[src/rtl/ldm_stm_pkg.sv]
// Shared definitions for the LDM/STM block-transfer sequencer.
package ldm_stm_pkg;

    typedef enum logic [1:0] {
        IDLE = 2'd0,
        XFER = 2'd1,
        TAIL = 2'd2,
        WB   = 2'd3
    } state_t;

    typedef enum logic [1:0] {
        MODE_IA = 2'b00,
        MODE_IB = 2'b01,
        MODE_DA = 2'b10,
        MODE_DB = 2'b11
    } mode_t;

    localparam logic [3:0] REG_PC = 4'd15;

    function automatic logic [4:0] popcount16(input logic [15:0] v);
        logic [4:0] cnt;
        cnt = '0;
        for (int unsigned i = 0; i < 16; i++) begin
            cnt = cnt + 5'(v[i]);
        end
        return cnt;
    endfunction

endpackage

[src/rtl/lowest_set_bit.sv]
// 16-bit find-first-set: index of the lowest set bit plus a non-empty flag.
module lowest_set_bit (
    input  logic [15:0] vec,
    output logic [3:0]  idx,
    output logic        valid
);

    always_comb begin
        idx   = '0;
        valid = |vec;
        for (int unsigned i = 16; i > 0; i--) begin
            if (vec[i-1]) begin
                idx = 4'(i - 1);
            end
        end
    end

endmodule

[src/rtl/ldm_stm_seq.sv]
// LDM/STM multi-register transfer sequencer with optional base writeback.
// Define LDM_PC_LOAD_EN to allow R15 in the list and expose the pc_* ports.
module ldm_stm_seq
    import ldm_stm_pkg::*;
#(
    parameter int ADDR_W = 11
) (
    input  logic              clk,
    input  logic              rst,
    input  logic              start,
    input  logic              is_load,
    input  logic [1:0]        mode,
    input  logic              writeback,
    input  logic [3:0]        base_reg,
    input  logic [15:0]       reg_list,
    input  logic [ADDR_W-1:0] base_addr,
    output logic              busy,
    output logic              done,
    output logic [ADDR_W-1:0] mem_addr,
    output logic              mem_rd_en,
    output logic              mem_wr_en,
    output logic [31:0]       mem_wr_data,
    input  logic [31:0]       mem_rd_data,
    output logic [3:0]        str_addr,
    input  logic [31:0]       str_data,
`ifdef LDM_PC_LOAD_EN
    output logic              pc_wr_en,
    output logic [ADDR_W-1:0] pc_wr_data,
    input  logic [ADDR_W-1:0] pc_value,
`endif
    output logic [3:0]        w_addr_ldr,
    output logic [31:0]       w_data_ldr,
    output logic              w_en_ldr
);

    state_t            state;
    logic              ld_q;
    logic              wb_q;
    mode_t             mode_q;
    logic [3:0]        base_reg_q;
    logic [15:0]       list_q;
    logic [15:0]       rem;
    logic [ADDR_W-1:0] base_q;
    logic [4:0]        count_q;
    logic              wb_sel;

    logic [15:0]       masked;
    logic [4:0]        count_in;
    logic [ADDR_W-1:0] first_addr;
    logic [15:0]       lsb_in;
    logic [15:0]       rem_next;
    logic [3:0]        lsb_idx;
    logic              lsb_valid;
    logic [ADDR_W-1:0] wb_value;
    logic              go_wb;
    logic              wb_en_nxt;
    logic [3:0]        wb_reg_nxt;

    lowest_set_bit u_lsb (
        .vec   (lsb_in),
        .idx   (lsb_idx),
        .valid (lsb_valid)
    );

    always_comb begin
`ifdef LDM_PC_LOAD_EN
        masked = reg_list;
`else
        masked = reg_list & ~(16'd1 << REG_PC);
`endif
        count_in = popcount16(masked);
        case (mode_t'(mode))
            MODE_IA: first_addr = base_addr;
            MODE_IB: first_addr = base_addr + ADDR_W'(1);
            MODE_DA: first_addr = base_addr - ADDR_W'(count_in) + ADDR_W'(1);
            default: first_addr = base_addr - ADDR_W'(count_in);
        endcase

        // One priority encoder serves both the start cycle and XFER.
        lsb_in   = (state == IDLE) ? masked : rem;
        rem_next = lsb_in & ~(16'd1 << lsb_idx);

        if (mode_q inside {MODE_IA, MODE_IB}) begin
            wb_value = base_q + ADDR_W'(count_q);
        end else begin
            wb_value = base_q - ADDR_W'(count_q);
        end

        // Entering WB straight from IDLE means the list is empty, so the
        // raw inputs decide the writeback and no suppression can apply.
        go_wb = (state == IDLE && start && !lsb_valid) ||
                (state == XFER && !lsb_valid && !ld_q) ||
                (state == TAIL);
        if (state == IDLE) begin
            wb_en_nxt  = writeback;
            wb_reg_nxt = base_reg;
        end else begin
            wb_en_nxt  = wb_q && !(ld_q && list_q[base_reg_q]);
            wb_reg_nxt = base_reg_q;
        end
    end

    always_ff @(posedge clk) begin
        if (rst) begin
            state      <= IDLE;
            busy       <= 1'b0;
            done       <= 1'b0;
            mem_rd_en  <= 1'b0;
            mem_wr_en  <= 1'b0;
            w_en_ldr   <= 1'b0;
            wb_sel     <= 1'b0;
            mem_addr   <= '0;
            str_addr   <= '0;
            w_addr_ldr <= '0;
            rem        <= '0;
            ld_q       <= 1'b0;
            wb_q       <= 1'b0;
            mode_q     <= MODE_IA;
            base_reg_q <= '0;
            list_q     <= '0;
            base_q     <= '0;
            count_q    <= '0;
`ifdef LDM_PC_LOAD_EN
            pc_wr_en   <= 1'b0;
`endif
        end else begin
            done      <= 1'b0;
            mem_rd_en <= 1'b0;
            mem_wr_en <= 1'b0;
            w_en_ldr  <= 1'b0;
            wb_sel    <= 1'b0;
`ifdef LDM_PC_LOAD_EN
            pc_wr_en  <= 1'b0;
`endif

            // Load data arrives the cycle after each XFER read.
            if (state == XFER && ld_q) begin
`ifdef LDM_PC_LOAD_EN
                if (str_addr == REG_PC) begin
                    pc_wr_en <= 1'b1;
                end else begin
                    w_en_ldr   <= 1'b1;
                    w_addr_ldr <= str_addr;
                end
`else
                w_en_ldr   <= 1'b1;
                w_addr_ldr <= str_addr;
`endif
            end

            case (state)
                IDLE: begin
                    if (start) begin
                        ld_q       <= is_load;
                        wb_q       <= writeback;
                        mode_q     <= mode_t'(mode);
                        base_reg_q <= base_reg;
                        list_q     <= masked;
                        base_q     <= base_addr;
                        count_q    <= count_in;
                        busy       <= 1'b1;
                        if (lsb_valid) begin
                            state     <= XFER;
                            mem_addr  <= first_addr;
                            str_addr  <= lsb_idx;
                            rem       <= rem_next;
                            mem_rd_en <= is_load;
                            mem_wr_en <= !is_load;
                        end else begin
                            state <= WB;
                        end
                    end
                end
                XFER: begin
                    if (lsb_valid) begin
                        mem_addr  <= mem_addr + ADDR_W'(1);
                        str_addr  <= lsb_idx;
                        rem       <= rem_next;
                        mem_rd_en <= ld_q;
                        mem_wr_en <= !ld_q;
                    end else begin
                        state <= ld_q ? TAIL : WB;
                    end
                end
                TAIL: state <= WB;
                WB: begin
                    state <= IDLE;
                    busy  <= 1'b0;
                end
                default: state <= IDLE;
            endcase

            if (go_wb) begin
                done   <= 1'b1;
                wb_sel <= 1'b1;
                if (wb_en_nxt) begin
                    w_en_ldr   <= 1'b1;
                    w_addr_ldr <= wb_reg_nxt;
                end
            end
        end
    end

    assign w_data_ldr = wb_sel ? 32'(wb_value) : mem_rd_data;

`ifdef LDM_PC_LOAD_EN
    assign mem_wr_data = (str_addr == REG_PC) ? 32'(pc_value) : str_data;
    assign pc_wr_data  = mem_rd_data[ADDR_W-1:0];
`else
    assign mem_wr_data = str_data;
`endif

endmodule
[config.mk]
export PLATFORM = sky130hd
export DESIGN_NAME = ldm_stm_seq
export DESIGN_NICKNAME = d
export VERILOG_FILES = /design/src/rtl/ldm_stm_pkg.sv /design/src/rtl/lowest_set_bit.sv /design/src/rtl/ldm_stm_seq.sv
export SDC_FILE = /design/constraint.sdc
export NUM_CORES = 1
export LEC_CHECK = 0
export CAP_MARGIN = 20
export CORE_MARGIN = 10
export CORE_UTILIZATION = 30
export CTS_CLUSTER_DIAMETER = 100
export DETAILED_ROUTE_END_ITERATION = 10
export GPL_TIMING_DRIVEN = 0
export SKIP_LAST_GASP = 1
export SYNTH_ARGS = -nofsm -noshare
export SYNTH_HDL_FRONTEND = slang
export SYNTH_HIERARCHICAL = 1
export SYNTH_SLANG_ARGS = --single-unit
[constraint.sdc]
create_clock -name clk -period 15.5 [get_ports clk]
set_input_delay 4.65 -clock clk [delete_from_list [all_inputs] [get_ports clk]]
set_output_delay 4.65 -clock clk [all_outputs]
set_load 0.01 [all_outputs]
==> out/metrics.cfg, run 1 <==
[floorplanning]
floorplan.core_area_sq_mm = 0.02043
ioPinCount = 190
die_area_sq_mm = 0.02712
die_w_microns = 164.7
start_util_pct = 30.74
die_h_microns = 164.7
rows = 52

[timing]
slew_limit_fails = 0
unrepaired_setup_endpoints_after_global_routing = false
timing.final.crit_share_pct = 69.15
max-slew-margin-rel_pct = 45.25
worstMarginPinSlew_ps = 817.4
setup_viol = 0
fin_crit_ps = 10720
finalHoldViolations = 0
finalHoldWorstSlack_ps = 453.7
finalClockSkew_ps = 11.16
final.setup.tns_ps = 0
maxClockFrequency_ghz = 0.09329

[finish]
layout.core_utilization_pct = 41.42
area_growth_pct = 34.72
num-fill-cells = 2102
share_of_cells_above_drive_strength_1_pct = 8.400
final_nets = 1136
mostFrequentLayoutCell = sky130_fd_sc_hd__clkdlybuf4s50_1
most_used_cells_in_the_layout_excluding_fill_and_tap_cells = sky130_fd_sc_hd__clkdlybuf4s50_1, sky130_fd_sc_hd__nand2_1, sky130_fd_sc_hd__a21oi_1
antennaDiodeCount = 0

[critical_path]
critical_path.cell_chain = clkdlybuf4s50_1 -> nor2b_1 -> a311oi_1 -> o311ai_0 -> clkdlybuf4s50_1
worst-endpoint-arrival_ps = 6070
crit_slowest_cell = sky130_fd_sc_hd__clkdlybuf4s50_1
critical_path.n_buffers_inverters = 2
timing.critical_path.from_type = input pin
cpPeakStageDelay_ps = 520
worst_path_most_repeated_cell = sky130_fd_sc_hd__clkdlybuf4s50_1
cp.depth = 5
timing.critical_path.to_type = primary output
critical_path_required_ps = 10850
critPathKind = in -> out
critical-path-top-delay-family = buffers and inverters
crit_fanout = 1
r2r.worst_path.cells = 14

[synthesis]
post-synth-top-area-cell = sky130_fd_sc_hd__dfxtp_1
netlist-cell-type-count = 67
post_synth_net_total = 972
synth.area.top_cells = sky130_fd_sc_hd__dfxtp_1, sky130_fd_sc_hd__nand2_1, sky130_fd_sc_hd__a21oi_1
synth-edff-count = 0
largest_family_of_logic_cells_by_synthesized_area = simple AND/OR/NAND/NOR gates
synth_area_in_compound_gates_pct = 22.59
synth_async_sr_flop_share_pct = 0
ys.flop_type = sky130_fd_sc_hd__dfxtp_1
synthAdderAreaFrac_pct = 9.004
synth_area_per_cell_sq_um = 7.549
share_of_synthesized_cell_area_in_and_or_nand_and_nor_gates_pct = 22.77
synthesized_instance_count = 832
synth.mux.area_fraction_pct = 7.151
synth_top_cell_area_share_pct = 25.18
synth_xor_area_share_pct = 3.287
sequential_area_share_after_synthesis_pct = 25.18
synth_warnings = 6
synthesized_area_sq_mm = 0.006281
ys_ff_latch = 79

[clock_network]
post_cts_resize_count = 0
tritoncts_clock_tree = done
hold_buffers = 0
worst_skew_pair.late_latency_ps = 350
cts_num_sinks = 79
post_cts_clock_slew_at_the_launch_and_capture_registers_of_the_worst_setup_and_hold_paths_ps = 60
cts_made_buffers = 9
clock_tree.htree_level_count = 3
cts.root.buffer_cell = sky130_fd_sc_hd__clkbuf_16
postCtsSetupRepairBufs = 0
clk_path_buf_depth = 2

[drt]
routed_via_density = 5.146
post-route-drc-count = 0
antenna_left = 0
firstDrtPassIters = 5
wire_per_inst_microns = 17.37
route.final.wire_length_mm = 22.06
drt_first_iter_violations = 548
routed-via-count = 6535

[flow_run]
maxCapViolations = 0

[grt]
grt_overflow = 0
grt_start_max_net_pins = 14
vias_in_the_first_global_route = 6351
antenna_found_initial = 0
grt.total_usage_pct = 15.77
grt_first_pass_wirelength_mm = 34.28

[pwr]
p_per_area_mw_per_mm2 = 137.8
irDropWorstVdd_mv = 0.05443
power_leakage_nw = 3.289

[run_status]
status = finished clean

[placed_design]
globalplace.congestion = 0.9066
place.detailed.hpwl_mm = 17.75
placement.io_buffers = 153

[hold_path]
min_path_cells = 2
worstHoldPathType = reg -> reg

==> worst min-delay path, stage by stage (launching register included) <==
cell,delay (ps)
sky130_fd_sc_hd__dfxtp_1,310
sky130_fd_sc_hd__nand2_1,50
sky130_fd_sc_hd__a21oi_1,50
==> state kept, by name (all words and copies together), names as in the netlist, 2 cells and up <==
| name | count |
|---|---|
| base_q | 11 |
| base_reg_q | 4 |
| count_q | 4 |
| list_q | 15 |
| mem_addr | 11 |
| rem | 16 |
| state | 2 |
| str_addr | 4 |
| w_addr_ldr | 4 |
==> Yosys cell counts, types with 3 or more instances <==
master / n
sky130_fd_sc_hd__a211o_1: 3
sky130_fd_sc_hd__a211oi_1: 22
sky130_fd_sc_hd__a21boi_0: 5
sky130_fd_sc_hd__a21o_1: 5
sky130_fd_sc_hd__a21oi_1: 84
sky130_fd_sc_hd__a221oi_1: 7
sky130_fd_sc_hd__a311oi_1: 6
sky130_fd_sc_hd__a31oi_1: 14
sky130_fd_sc_hd__and2_1: 8
sky130_fd_sc_hd__and3_1: 12
sky130_fd_sc_hd__buf_1: 11
sky130_fd_sc_hd__buf_4: 32
sky130_fd_sc_hd__clkbuf_1: 34
sky130_fd_sc_hd__dfxtp_1: 79
sky130_fd_sc_hd__fa_1: 12
sky130_fd_sc_hd__ha_1: 26
sky130_fd_sc_hd__inv_1: 56
sky130_fd_sc_hd__mux2_2: 23
sky130_fd_sc_hd__mux2i_1: 10
sky130_fd_sc_hd__mux4_2: 4
sky130_fd_sc_hd__nand2_1: 115
sky130_fd_sc_hd__nand2b_1: 6
sky130_fd_sc_hd__nand3_1: 23
sky130_fd_sc_hd__nand4_1: 3
sky130_fd_sc_hd__nor2_1: 60
sky130_fd_sc_hd__nor2b_1: 31
sky130_fd_sc_hd__nor3_1: 18
sky130_fd_sc_hd__nor4_1: 5
sky130_fd_sc_hd__o211ai_1: 6
sky130_fd_sc_hd__o21a_1: 8
sky130_fd_sc_hd__o21ai_0: 21
sky130_fd_sc_hd__o21ai_1: 3
sky130_fd_sc_hd__o21bai_1: 4
sky130_fd_sc_hd__o22ai_1: 5
sky130_fd_sc_hd__o31ai_1: 4
sky130_fd_sc_hd__or3_1: 7
sky130_fd_sc_hd__or4_1: 3
sky130_fd_sc_hd__xnor2_1: 15
sky130_fd_sc_hd__xor2_1: 4
==> metal layers <==
metal	track usage [%]	vias to the layer above	share of wire [%]
met4	3.824	0	1.1
met2	26.38	245	47
met5	0	-	0
li1	-	3221	-
met1	20.22	3049	43
met3	3.336	20	8.7
==> power by group <==
part	switching [mW]	internal [mW]	total, mW	leakage (nW)
logic	0.389	0.271	0.659	2.49
clock network	0.0881	0.141	0.229	0.153
registers	0.0352	0.243	0.278	0.648
==> cell type report <==
| type | count | area (sq um) | share of cell area [%] |
|---|---|---|---|
| buffer | 79 | 419.2 | 4.953 |
| clock buffer | 10 | 229.0 | 2.706 |
| clock inverter | 5 | 82.58 | 0.9759 |
| inverter | 56 | 210.2 | 2.484 |
| multi-input combinational | 618 | 4070 | 48.10 |
| sequential | 79 | 1582 | 18.69 |
| tap | 270 | 337.8 | 3.992 |
| timing repair buffer | 153 | 1531 | 18.10 |
==> path summary, 6_finish.rpt <==
path	from	to	slack [ps]
setup reg to reg	state[1]	mem_addr[0]	10950
hold / removal	list_q[7]	list_q[7]	450
setup / recovery	mem_rd_data[9]	w_data_ldr[9]	4780
hold reg to reg	list_q[7]	list_q[7]	450
==> cell families (layout without fill, tap and decap cells) <==
group                      count (synthesis)  in the layout
and+or+nand+nor                          303            303
AOI/OAI and AO/OA                        219            219
buffers and inverters                    135            303
DFF                                       79             79
adders and majority gates                 38             38
muxes                                     37             37
xor gates and xnor gates                  21             21
==> through the flow <==
stage               power [mW]  instance area (sq um)  instances  setup slack (ps)
floorplan               0.7251                   6281        832              5586
global placement        0.9265                   8150       1255              4560
detailed placement      0.9326                   8150       1255              4520
CTS                      1.166                   8462       1270              4773
global route             1.259                   8462       1270              4528
finish                   1.166                   8462       1270              4781
Power figures use the tool's default switching activity.
==> run 2: changes to the inputs <==
clock period = 10.4 ns   (was 15.5 ns; I/O delays follow)
==> results of run 2 <==
Same layout as run 1 (identical final DEF). Status: finished clean.
Main changes from that run: setup slack after placement 4520 ps -> 950.0 ps; setup slack after layout 4781 ps -> 1260 ps; start point of the critical path mem_rd_data[9] -> reg_list[0]; end point of the critical path w_data_ldr[9] -> mem_addr[9]; register-to-register setup slack 10950 ps -> 5850 ps; total power 1.166 mW -> 1.738 mW; worst IR drop on VDD 0.05443 mV -> 0.08112 mV
